**config.mk**
```make
export PLATFORM = sky130hd
export DESIGN_NAME = smaesh_out_serializer
export DESIGN_NICKNAME = d
export VERILOG_FILES = /design/src/rtl/smaesh_out_serializer_pkg.sv /design/src/rtl/smaesh_sh_word_mux.sv /design/src/rtl/smaesh_out_serializer.sv
export SDC_FILE = /design/constraint.sdc
export NUM_CORES = 1
export LEC_CHECK = 0
export ABC_AREA = 1
export CAP_MARGIN = 5
export CORE_UTILIZATION = 30
export CTS_CLUSTER_DIAMETER = 150
export CTS_CLUSTER_SIZE = 12
export DETAILED_ROUTE_END_ITERATION = 10
export PLACE_DENSITY_LB_ADDON = 0.3
export SKIP_CTS_REPAIR_TIMING = 1
export SYNTH_ARGS = -nofsm -noshare
export SYNTH_HDL_FRONTEND = slang
export SYNTH_HIERARCHICAL = 1
export SYNTH_SLANG_ARGS = --single-unit
```
**constraint.sdc**
```tcl
create_clock -name clk -period 2.4 [get_ports clk]
set_input_delay 0.24 -clock clk [delete_from_list [all_inputs] [get_ports clk]]
set_output_delay 0.24 -clock clk [all_outputs]
set_load 0.01 [all_outputs]
```
**src/rtl/smaesh_out_serializer_pkg.sv**
```systemverilog
// Shared widths and helpers for the SMAESH ciphertext output serializer.
// Blocks are split into 32-bit words share by share, least significant word first.
package smaesh_out_serializer_pkg;

  localparam int SMAESH_WORD_W          = 32;
  localparam int SMAESH_BLK_W           = 128;
  localparam int SMAESH_WORDS_PER_SHARE = 4;

  function automatic int words_per_block(input int d);
    return SMAESH_WORDS_PER_SHARE * d;
  endfunction

endpackage

```
**src/rtl/smaesh_sh_word_mux.sv**
```systemverilog
// Combinational word selector: picks word wcnt of a shared block and its share index.
// The word is forced to zero when nothing is buffered, so idle output is clean.
module smaesh_sh_word_mux
  import smaesh_out_serializer_pkg::*;
#(
  parameter int D       = 2,
  parameter int SHIDX_W = 4,
  parameter int WCNT_W  = $clog2(words_per_block(D))
) (
  input  logic [SMAESH_BLK_W*D-1:0] blk_i,
  input  logic [WCNT_W-1:0]         wcnt_i,
  input  logic                      en_i,
  output logic [SMAESH_WORD_W-1:0]  word_o,
  output logic [SHIDX_W-1:0]        share_idx_o
);

  localparam int NW = words_per_block(D);

  logic [SMAESH_WORD_W-1:0] words [NW];

  generate
    for (genvar gi = 0; gi < NW; gi++) begin : g_words
      assign words[gi] = blk_i[SMAESH_WORD_W*gi +: SMAESH_WORD_W];
    end
  endgenerate

  always_comb begin
    word_o      = en_i ? words[wcnt_i] : '0;
    share_idx_o = SHIDX_W'(wcnt_i >> 2);
  end

endmodule

```
**src/rtl/smaesh_out_serializer.sv**
```systemverilog
// Two-slot block buffer that drains masked AES ciphertext as 32-bit words.
// in_ready depends only on registered occupancy, never on out_ready.
module smaesh_out_serializer
  import smaesh_out_serializer_pkg::*;
#(
  parameter int d       = 2,
  parameter int SHIDX_W = 4
) (
  input  logic                      clk,
  input  logic                      rst_n,
  input  logic [SMAESH_BLK_W*d-1:0] in_shares_data,
  input  logic                      in_valid,
  output logic                      in_ready,
  output logic [SMAESH_WORD_W-1:0]  out_data,
  output logic                      out_valid,
  input  logic                      out_ready,
  output logic                      out_last,
  output logic [SHIDX_W-1:0]        out_share_idx,
  output logic                      busy
);

  localparam int NW     = words_per_block(d);
  localparam int WCNT_W = $clog2(NW);
  localparam int BW     = SMAESH_BLK_W * d;

  logic [BW-1:0]     slot_q [2];
  logic              wr_ptr_q, rd_ptr_q;
  logic [1:0]        cnt_q, cnt_d;
  logic [WCNT_W-1:0] wcnt_q, wcnt_d;
  logic              accept, pop, release_blk;

  assign in_ready    = (cnt_q != 2'd2);
  assign out_valid   = (cnt_q != 2'd0);
  assign busy        = out_valid;
  assign accept      = in_valid & in_ready;
  assign pop         = out_valid & out_ready;
  assign release_blk = pop & (wcnt_q == WCNT_W'(NW - 1));
  assign out_last    = out_valid & (wcnt_q == WCNT_W'(NW - 1));

  always_comb begin
    cnt_d = cnt_q;
    case ({accept, release_blk})
      2'b10:   cnt_d = cnt_q + 2'd1;
      2'b01:   cnt_d = cnt_q - 2'd1;
      default: cnt_d = cnt_q;
    endcase
    wcnt_d = wcnt_q;
    if (release_blk)
      wcnt_d = '0;
    else if (pop)
      wcnt_d = wcnt_q + WCNT_W'(1);
  end

  always_ff @(posedge clk or negedge rst_n) begin
    if (!rst_n) begin
      wr_ptr_q <= 1'b0;
      rd_ptr_q <= 1'b0;
      cnt_q    <= 2'd0;
      wcnt_q   <= '0;
    end else begin
      if (accept)      wr_ptr_q <= ~wr_ptr_q;
      if (release_blk) rd_ptr_q <= ~rd_ptr_q;
      cnt_q  <= cnt_d;
      wcnt_q <= wcnt_d;
    end
  end

  // At cnt==1 the write and read pointers differ, so a same-edge accept and release never collide.
  generate
    for (genvar gi = 0; gi < 2; gi++) begin : g_slot
      always_ff @(posedge clk or negedge rst_n) begin
        if (!rst_n)
          slot_q[gi] <= '0;
        else if (accept && (wr_ptr_q == 1'(gi)))
          slot_q[gi] <= in_shares_data;
        else if (release_blk && (rd_ptr_q == 1'(gi)))
          slot_q[gi] <= '0;
      end
    end
  endgenerate

  smaesh_sh_word_mux #(
    .D       (d),
    .SHIDX_W (SHIDX_W),
    .WCNT_W  (WCNT_W)
  ) u_mux (
    .blk_i       (slot_q[rd_ptr_q]),
    .wcnt_i      (wcnt_q),
    .en_i        (out_valid),
    .word_o      (out_data),
    .share_idx_o (out_share_idx)
  );

endmodule

```
# Word level (Yosys, flattened, before mapping)
# Cells that the tools add are included.
[totals]
regBits = 519
out_inout_bits = 40
[classes]
add_sub_neg = 3
order_cmp = 2
eq_ne = 4
n_mux = 14
bitwise_logic = 8
reduce_logical = 9
[op_table]
columns = ["operator", "n"]
rows = [
  ["two-way mux 256 bit", 7],
  ["binary-select mux 32 bit (select 3 bit)", 1],
  ["two-way mux 32 bit", 3],
  ["nonzero test 2 bit", 5],
  ["two-way mux 3 bit", 2],
  ["bitwise AND 1 bit", 4],
  [">= comparator 4 bit, second input constant", 1],
  ["logical AND 1 bit", 4],
  ["NOT 3 -> 4 bit", 1],
  ["case mux 2 bit (2 select lines)", 1],
  ["adder 3 x 1 -> 3 bit, second input constant", 1],
  ["equality test 3 bit, second input constant", 1],
  ["adder 2 x 1 -> 2 bit, second input constant", 1],
  ["equality test 2 x 1 -> 1 bit, second input constant", 1],
  ["equality test 2 bit, second input constant", 1],
  [">= comparator 2 bit, second input constant", 1],
  ["inequality test 2 bit, second input constant", 1],
  ["NOT 1 bit", 2],
  ["NOT 1 -> 2 bit", 1],
  ["subtractor 2 x 1 -> 2 bit, second input constant", 1],
]

# Logic depth before layout (Yosys ltp)
# Gate-level depths: netlist of run 1.
[logic_depth]
depth_word = 8
mapped_depth = 12

# Cells and area by module
# Netlist of run 1, hierarchy kept.
[modules_own_cells]
columns = ["mod", "instances", "cells_each", "area_each_um2", "seq_area_each_um2"]
rows = [
  ["smaesh_out_serializer", 1, 3088, 23596.4, 12987.5],
  ["smaesh_sh_word_mux", 1, 858, 3483.3, 0.0],
]

# Worst setup path after synthesis of run 1
# Ideal clock, no wire load.
[synth_timing]
path_kind = "register to output"
from = "register rd_ptr_q"
to = "output out_data[20]"
arrival_time_ns = 1.632
path_slack_ns = 0.528
path_stages_with_launch = 13
n_path_buf = 3
path_cell_list = "dfrtp_1 > buf_2 > inv_2 > clkbuf_1 > clkbuf_1 > nand2_1 > nand2_1 > inv_1 > nand2_1 > nand3_1 > nand3_1 > nand2_1 > nor2_1"
[synth_via]
elab_chain_len = 8
[synth_rtl]
columns = ["item", "line", "source"]
rows = [
  ["start, declared", "smaesh_out_serializer.sv:27", "logic wr_ptr_q, rd_ptr_q;"],
  ["start signal, assigned", "smaesh_out_serializer.sv:62", "if (release_blk) rd_ptr_q <= ~rd_ptr_q;"],
  ["NOT 1 -> 2 bit (not written as such)", "smaesh_out_serializer.sv:87", ".blk_i (slot_q[rd_ptr_q]),"],
  ["two-way mux 256 bit (not written as such) (3 in a row)", "smaesh_out_serializer.sv:87", ""],
  ["binary-select mux 32 bit (select 3 bit)", "smaesh_sh_word_mux.sv:28", "word_o = en_i ? words[wcnt_i] : '0;"],
  ["two-way mux 32 bit (not written as such) (2 in a row)", "smaesh_sh_word_mux.sv:28", ""],
  ["two-way mux 32 bit", "smaesh_sh_word_mux.sv:28", ""],
  ["end, declared", "smaesh_out_serializer.sv:14", "output logic [SMAESH_WORD_W-1:0] out_data,"],
]
# Every way passes these cells. The select of a mux whose other input is x is not followed.

# Final worst setup path of run 1
[layout_timing]
from = "register rd_ptr_q"
to = "output out_data[15]"
# Same word-level chain as after synthesis.

==> run_results.csv, run 1 <==
group,metric,value,unit
status,status,"finished, violations left",
status,violations,"negative setup slack",
logic_synthesis,yosys-top-cells-area,"dfrtp_1 48%, nand2_1 29%, nand3_1 12%",
detailed_routing,via_count,26412,
detailed_routing,drc_errors,0,
logic_synthesis,synth_edf_count,0,
logic_synthesis,syn_area,0.0271,mm²
grt,grt_max_degree,109,
logic_synthesis,synth_area_leader_cell,"dfrtp_1",
die,die-height,302,µm
worst_setup_path,r2r_slack,210,ps
detailed_routing,detail-route-antenna-nets,0,
timing,layout_setup_ws,-537,ps
logic_synthesis,yosysMostFrequentCell,"nand2_1",
detailed_routing,drt_iter0_markers,2232,
finish,design_area,0.0348,mm²
timing,rsz0062_at_grt,"true",
timing,post-route-min-period,2940,ps
placement,port_buffers,296,
finish,areaGrowthSynthToFinish,28.4,%
logic_synthesis,yosys.area.top_type_share,0.480,
timing,fmax,0.341,GHz
die,die-area,0.0915,mm²
logic_synthesis,synth_flop_cell,"dfrtp_1",
logic_synthesis,async_flop_share,1.00,
grt,track_usage,0.225,
placement,dpl_cell_area,0.0323,mm²
worst_setup_path,crit_path_start_kind,"flop",
grt,grt_pass1_vias,24027,
detailed_routing,routed_wl,108,mm
die,start_util,0.305,
timing,setup_viol,32,
clock_tree,clock-sinks,519,
clock_tree,cts_buffers,49,
pwr,power_density,1440,mW/mm²
detailed_routing,viasPerCell,4.89,
placement,place_congestion,0.912,
logic_synthesis,avgSynthCellArea,6.86,µm²
worst_setup_path,cpMostUsedCell,"nand2_1",
logic_synthesis,ys_ff_latch,519,
flow_run,drv_cap,0,
worst_setup_path,cpMaxStageDelayCell,"dfrtp_4",
timing,relSlewSlack,0.569,
finish,fillerInstances,9343,
min_path,hold_path.class,"in -> async",
pwr,max-vdd-ir-drop,0.779,mV
logic_synthesis,postSynthCellCount,3946,
logic_synthesis,netlist_top_cells_count,"2121 x nand2_1, 674 x nand3_1, 519 x dfrtp_1, 263 x inv_1, 172 x buf_2",
worst_setup_path,crit_required,2160,ps
worst_setup_path,cp_max_fo,8,
pwr,power.leakage,18.9,nW
logic_synthesis,ys_warn_count,6,
finish,final_util,0.391,
grt,grt_pass1_wl,156,mm
clock_tree,cts_tree,"done",
timing,slew_viol_final,0,
clock_tree,cts_max_level,2,
die,core,0.0889,mm²
logic_synthesis,synth.distinct_cells,21,
timing,final-hold-violation-count,0,
placement,dpl.cell_count,5293,
die,die_x,302,µm
logic_synthesis,yosysSeqAreaShare,0.480,
placement,dpl_worst_slack,-293,ps
worst_setup_path,crit_chain,"buf_6, clkbuf_16, buf_4, nand2_1, nand2_1, inv_1, nand2_1, nand3_1, nand3_2, nand2_1, nor2_1, buf_4, dlymetal6s2s_1",
die,num_rows,109,
worst_setup_path,crit_arrival,2700,ps
grt,antenna_found_initial,25,
worst_setup_path,endpoint_kind,"output port",
timing,tightest_slew,646,ps
timing,fin_skew,28.4,ps
worst_setup_path,crit_end,"out_data[15]",
clock_tree,clk_pin_slew_worst_paths,70,ps
finish,drive_above_1_share,0.101,
worst_setup_path,slowest_delay,540,ps
worst_setup_path,r2r_start,"rd_ptr_q",
worst_setup_path,reg2reg_depth,9,
clock_tree,cts.path.max_buffers,3,
timing,fin_crit_sh,1.22,
placement,dpl.hpwl,73.5,mm
timing,holdWs,178,ps
worst_setup_path,reg2reg_to,"slot_q[379]",
grt,globalRouteOverflowTotal,0,
die,ioPinCount,300,
finish,layout.nets,4487,
worst_setup_path,crit_type,"reg -> out",
detailed_routing,wire_per_inst,20.1,µm
finish,fin_cells,5398,
worst_setup_path,cp-startpoint,"rd_ptr_q",
detailed_routing,drt-pass1-iter-count,5,
clock_tree,clk_root_buffer_cell,"clkbuf_16",
clock_tree,clock_latency,620,ps
-- power breakdown --
group | internal (mW) | switching, mW | leakage [nW]
registers | 12.9 | 2.37 | 6.47
clock network | 3.75 | 3.44 | 0.645
logic | 10.4 | 17.2 | 11.8
total | 27.1 | 23.0 | 18.9
-- kinds of logic after synthesis --
kind of cell | count (synthesis) | share of synthesized area
and+or+nand+nor | 2865 | 0.429
buffers and inverters | 550 | 0.0879
DFF | 519 | 0.480
AOI/OAI and AO/OA | 6 | 0.00120
adders and majority gates | 3 | 0.00139
xor gates and xnor gates | 2 | 0.000647
other | 1 | 0.000138
-- final cells by class --
type	instances	area, µm²	share of cell area
multi-input combinational	2879	12300	0.353
tap	1165	1460	0.0419
timing repair buffer	506	5680	0.163
sequential	519	13000	0.374
clock buffer	54	1290	0.0370
inverter	269	1040	0.0299
clock inverter	3	22.5	0.000648
antenna	3	7.51	0.000216
-- routing by layer --
layer / track usage / up-vias / share of wire
met5: 0 / - / 0.0023
met3: 0.0519 / 166 / 0.086
met1: 0.321 / 12677 / 0.44
li1: - / 12622 / -
met2: 0.343 / 909 / 0.44
met4: 0.0538 / 38 / 0.026
-- flip-flops by register name, summed over array words and instances, names as in the netlist --
register	flops
wcnt_q	3
slot_q	512
rd_ptr_q	1
wr_ptr_q	1
cnt_q	2
-- worst min path at each step --
stage | from | endpoint | slack, ps | cells past startpoint
3_5_place_dp | rst_n | slot_q[75] | 250 | 1
5_1_grt | in_shares_data[26] | slot_q[26] | 190 | 3
6_report | rst_n | slot_q[75] | 180 | 2
3_3_place_gp | rst_n | slot_q[331] | 250 | 1
4_1_cts | rst_n | slot_q[469] | -390 | 1
2_1_floorplan | rst_n | cnt_q[0] | -60 | 0
-- cells in the final DEF (no fill, tap or decap), drive strengths merged --
cell           netlist  layout
o21a                 1       1
clkbuf              68      79
diode                0       3
nand2             2122    2122
a21oi                2       2
clkinv               0       3
nor2                64      64
or2                  1       1
conb                 1       3
inv                269     269
ha                   3       3
o21ai                3       3
xor2                 1       1
nand4                2       2
clkdlybuf4s50        0     262
xnor2                1       1
buf                213     211
nand3              676     676
dfrtp              519     519
dlygate4sd3          0       1
dlymetal6s2s         0       7
-- through the flow --
stage / setup TNS (ps) / power, mW
finish: -13960 / 50.1
global route: -16670 / 53.5
CTS: -27310 / 47.6
detailed placement: -5280 / 40.3
global placement: -5030 / 40.0
floorplan: 0 / 29.4
-- worst max-delay path, delay by kind of cell (launching register included) --
kind | cells | cell delay (ps)
buf+inv | 6 | 870
flops | 1 | 540
simple gates | 7 | 670
(Power assumes the default switching activity.)
==> run 2, diff against run 1 <==
RECOVER_POWER = 100   (was not set)
==> run 2 against run 1 <==
Sequential share of layout area rose by 0.25 points. Clock-buffer cell count did not move. Fmax fell by 0.28%. Critical path type unchanged. Critical path depth did not move. Non-clock buffer count did not move. Wire length barely moved. Combinational power barely moved. The run ends with max-capacitance violations, max-slew violations, negative setup slack left.
==> run_results.csv, run 2 (synthesis gave the netlist of run 1 again) <==
group,metric,value,unit
pwr,power_density,1440,mW/mm²
placement,place_congestion,0.912,
clock_tree,cts_buffers,49,
detailed_routing,drt_iter0_markers,2117,
timing,layout_setup_ws,-545,ps
worst_setup_path,cpMostUsedCell,"nand2_1",
worst_setup_path,crit_required,2160,ps
min_path,hp-start,"in_shares_data[26]",
grt,grt_pass1_wl,156,mm
die,die_x,302,µm
timing,relSlewSlack,-0.128,
worst_setup_path,crit_path_start_kind,"flop",
die,start_util,0.305,
clock_tree,clock_latency,620,ps
worst_setup_path,path_buf_inv,6,
pwr,power.leakage,18.8,nW
status,status,"finished, violations left",
grt,grt_pass1_vias,24027,
detailed_routing,viasPerCell,4.88,
status,violations,"max-capacitance violations, max-slew violations, negative setup slack",
timing,final-hold-violation-count,0,
worst_setup_path,crit_chain,"buf_6, clkbuf_16, buf_4, nand2_1, nand2_1, inv_1, nand2_1, nand3_1, nand3_2, nand2_1, nor2_1, buf_4, dlymetal6s2s_1",
die,die-height,302,µm
clock_tree,cts.path.max_buffers,3,
finish,areaGrowthSynthToFinish,27.5,%
finish,layout_commonest_cell,"nand2_1",
worst_setup_path,crit_type,"reg -> out",
grt,grt_max_degree,109,
timing,tightest_slew,1690,ps
timing,slew_viol_final,51,
finish,fillerInstances,9385,
grt,antenna_found_initial,25,
placement,port_buffers,296,
finish,largest_reg_flops,512,
clock_tree,clk_pin_slew_worst_paths,70,ps
grt,track_usage,0.225,
die,die-area,0.0915,mm²
clock_tree,cts_tree,"done",
min_path,hold_path.class,"in -> reg",
worst_setup_path,r2r_start,"cnt_q[0]",
die,core,0.0889,mm²
timing,fmax,0.340,GHz
worst_setup_path,cp_top_family,"buffers and inverters",
detailed_routing,routed_wl,108,mm
finish,reg_top3,"slot_q x512, wcnt_q x3, cnt_q x2",
pwr,max-vdd-ir-drop,0.781,mV
timing,post-route-min-period,2950,ps
worst_setup_path,cp-startpoint,"rd_ptr_q",
worst_setup_path,crit_arrival,2710,ps
die,ioPinCount,300,
clock_tree,clock-sinks,519,
placement,dpl.hpwl,73.5,mm
finish,layout.nets,4487,
worst_setup_path,cp_max_fo,8,
pwr,power,49.9,mW
finish,drive_above_1_share,0.0991,
detailed_routing,drc_errors,0,
timing,setup_viol,85,
timing,fin_crit_sh,1.23,
placement,dpl_worst_slack,-293,ps
timing,rsz0062_at_grt,"true",
grt,globalRouteOverflowTotal,0,
timing,fin_skew,29.1,ps
detailed_routing,wire_per_inst,20.0,µm
worst_setup_path,slowest_delay,540,ps
clock_tree,clk_root_buffer_cell,"clkbuf_16",
worst_setup_path,endpoint_kind,"output port",
detailed_routing,detail-route-antenna-nets,0,
die,num_rows,109,
detailed_routing,via_count,26319,
clock_tree,cts_max_level,2,
detailed_routing,drt-pass1-iter-count,6,
flow_run,drv_cap,1,
finish,layout_common_cells,"2099 x nand2_1, 615 x nand3_1, 516 x dfrtp_1",
worst_setup_path,cpMaxStageDelayCell,"dfrtp_4",
finish,top_register,"slot_q",
run 2: cell count changes in the layout (fill, tap and decap cells not counted), sizes merged:
| cell | previous run | this run |
|---|---|---|
| clkdlybuf4s50 | 262 | 260 |
| clkbuf | 79 | 102 |
| buf | 211 | 188 |
| dlygate4sd3 | 1 | 3 |
| diode | 3 | 2 |
run 2: power breakdown:
part / internal [mW] / switching (mW)
sequential: 12.9 / 2.36
clock: 3.75 / 3.43
combinational: 10.3 / 17.1
run 2: final timing paths:
path / to / slack (ps) / cells after the start
min reg2reg: slot_q[334] / 500 / 2
max in group asynchronous: wcnt_q[1] / 270 / 3
max: out_data[15] / -550 / 13
max reg2reg: slot_q[329] / -50 / 7
min: slot_q[26] / 200 / 3
min in group asynchronous: slot_q[75] / 620 / 2
run 2: stage by stage:
stage	utilization	hold WS, ps	instance area [µm²]	setup TNS (ps)	cells
floorplan	-	-55.6	27100	0	3948
global placement	0.363	247	32300	-5030	5293
detailed placement	0.363	248	32300	-5280	5293
CTS	0.378	-393	33600	-27310	5350
global route	0.388	189	34500	-35400	5396
finish	0.388	202	34500	-14890	5397
run 2: routing by layer:
metal,routed length [µm],vias to the layer above,track usage
met5,241,-,0
met4,2810,36,0.0538
met3,9280,155,0.0519
met2,48200,870,0.343
met1,47600,12639,0.321
li1,-,12619,-
run 2: worst reg2reg max path: cells and delay by family, from the launching register on:
kind,cells,cell delay [ps]
and+or+nand+nor,4,480
buffers and inverters,3,1470
DFF,1,420
run 2: area by class of cell:
cell class | count | area (µm²) | share of cell area
clock inverters | 3 | 22.5 | 0.000652
repair buffers | 506 | 5460 | 0.158
flip-flops and latches | 519 | 13000 | 0.376
diodes | 2 | 5.00 | 0.000145
clock buffers | 54 | 1290 | 0.0373
well taps | 1165 | 1460 | 0.0422
inverters | 269 | 1040 | 0.0301
multi-input cells | 2879 | 12300 | 0.355
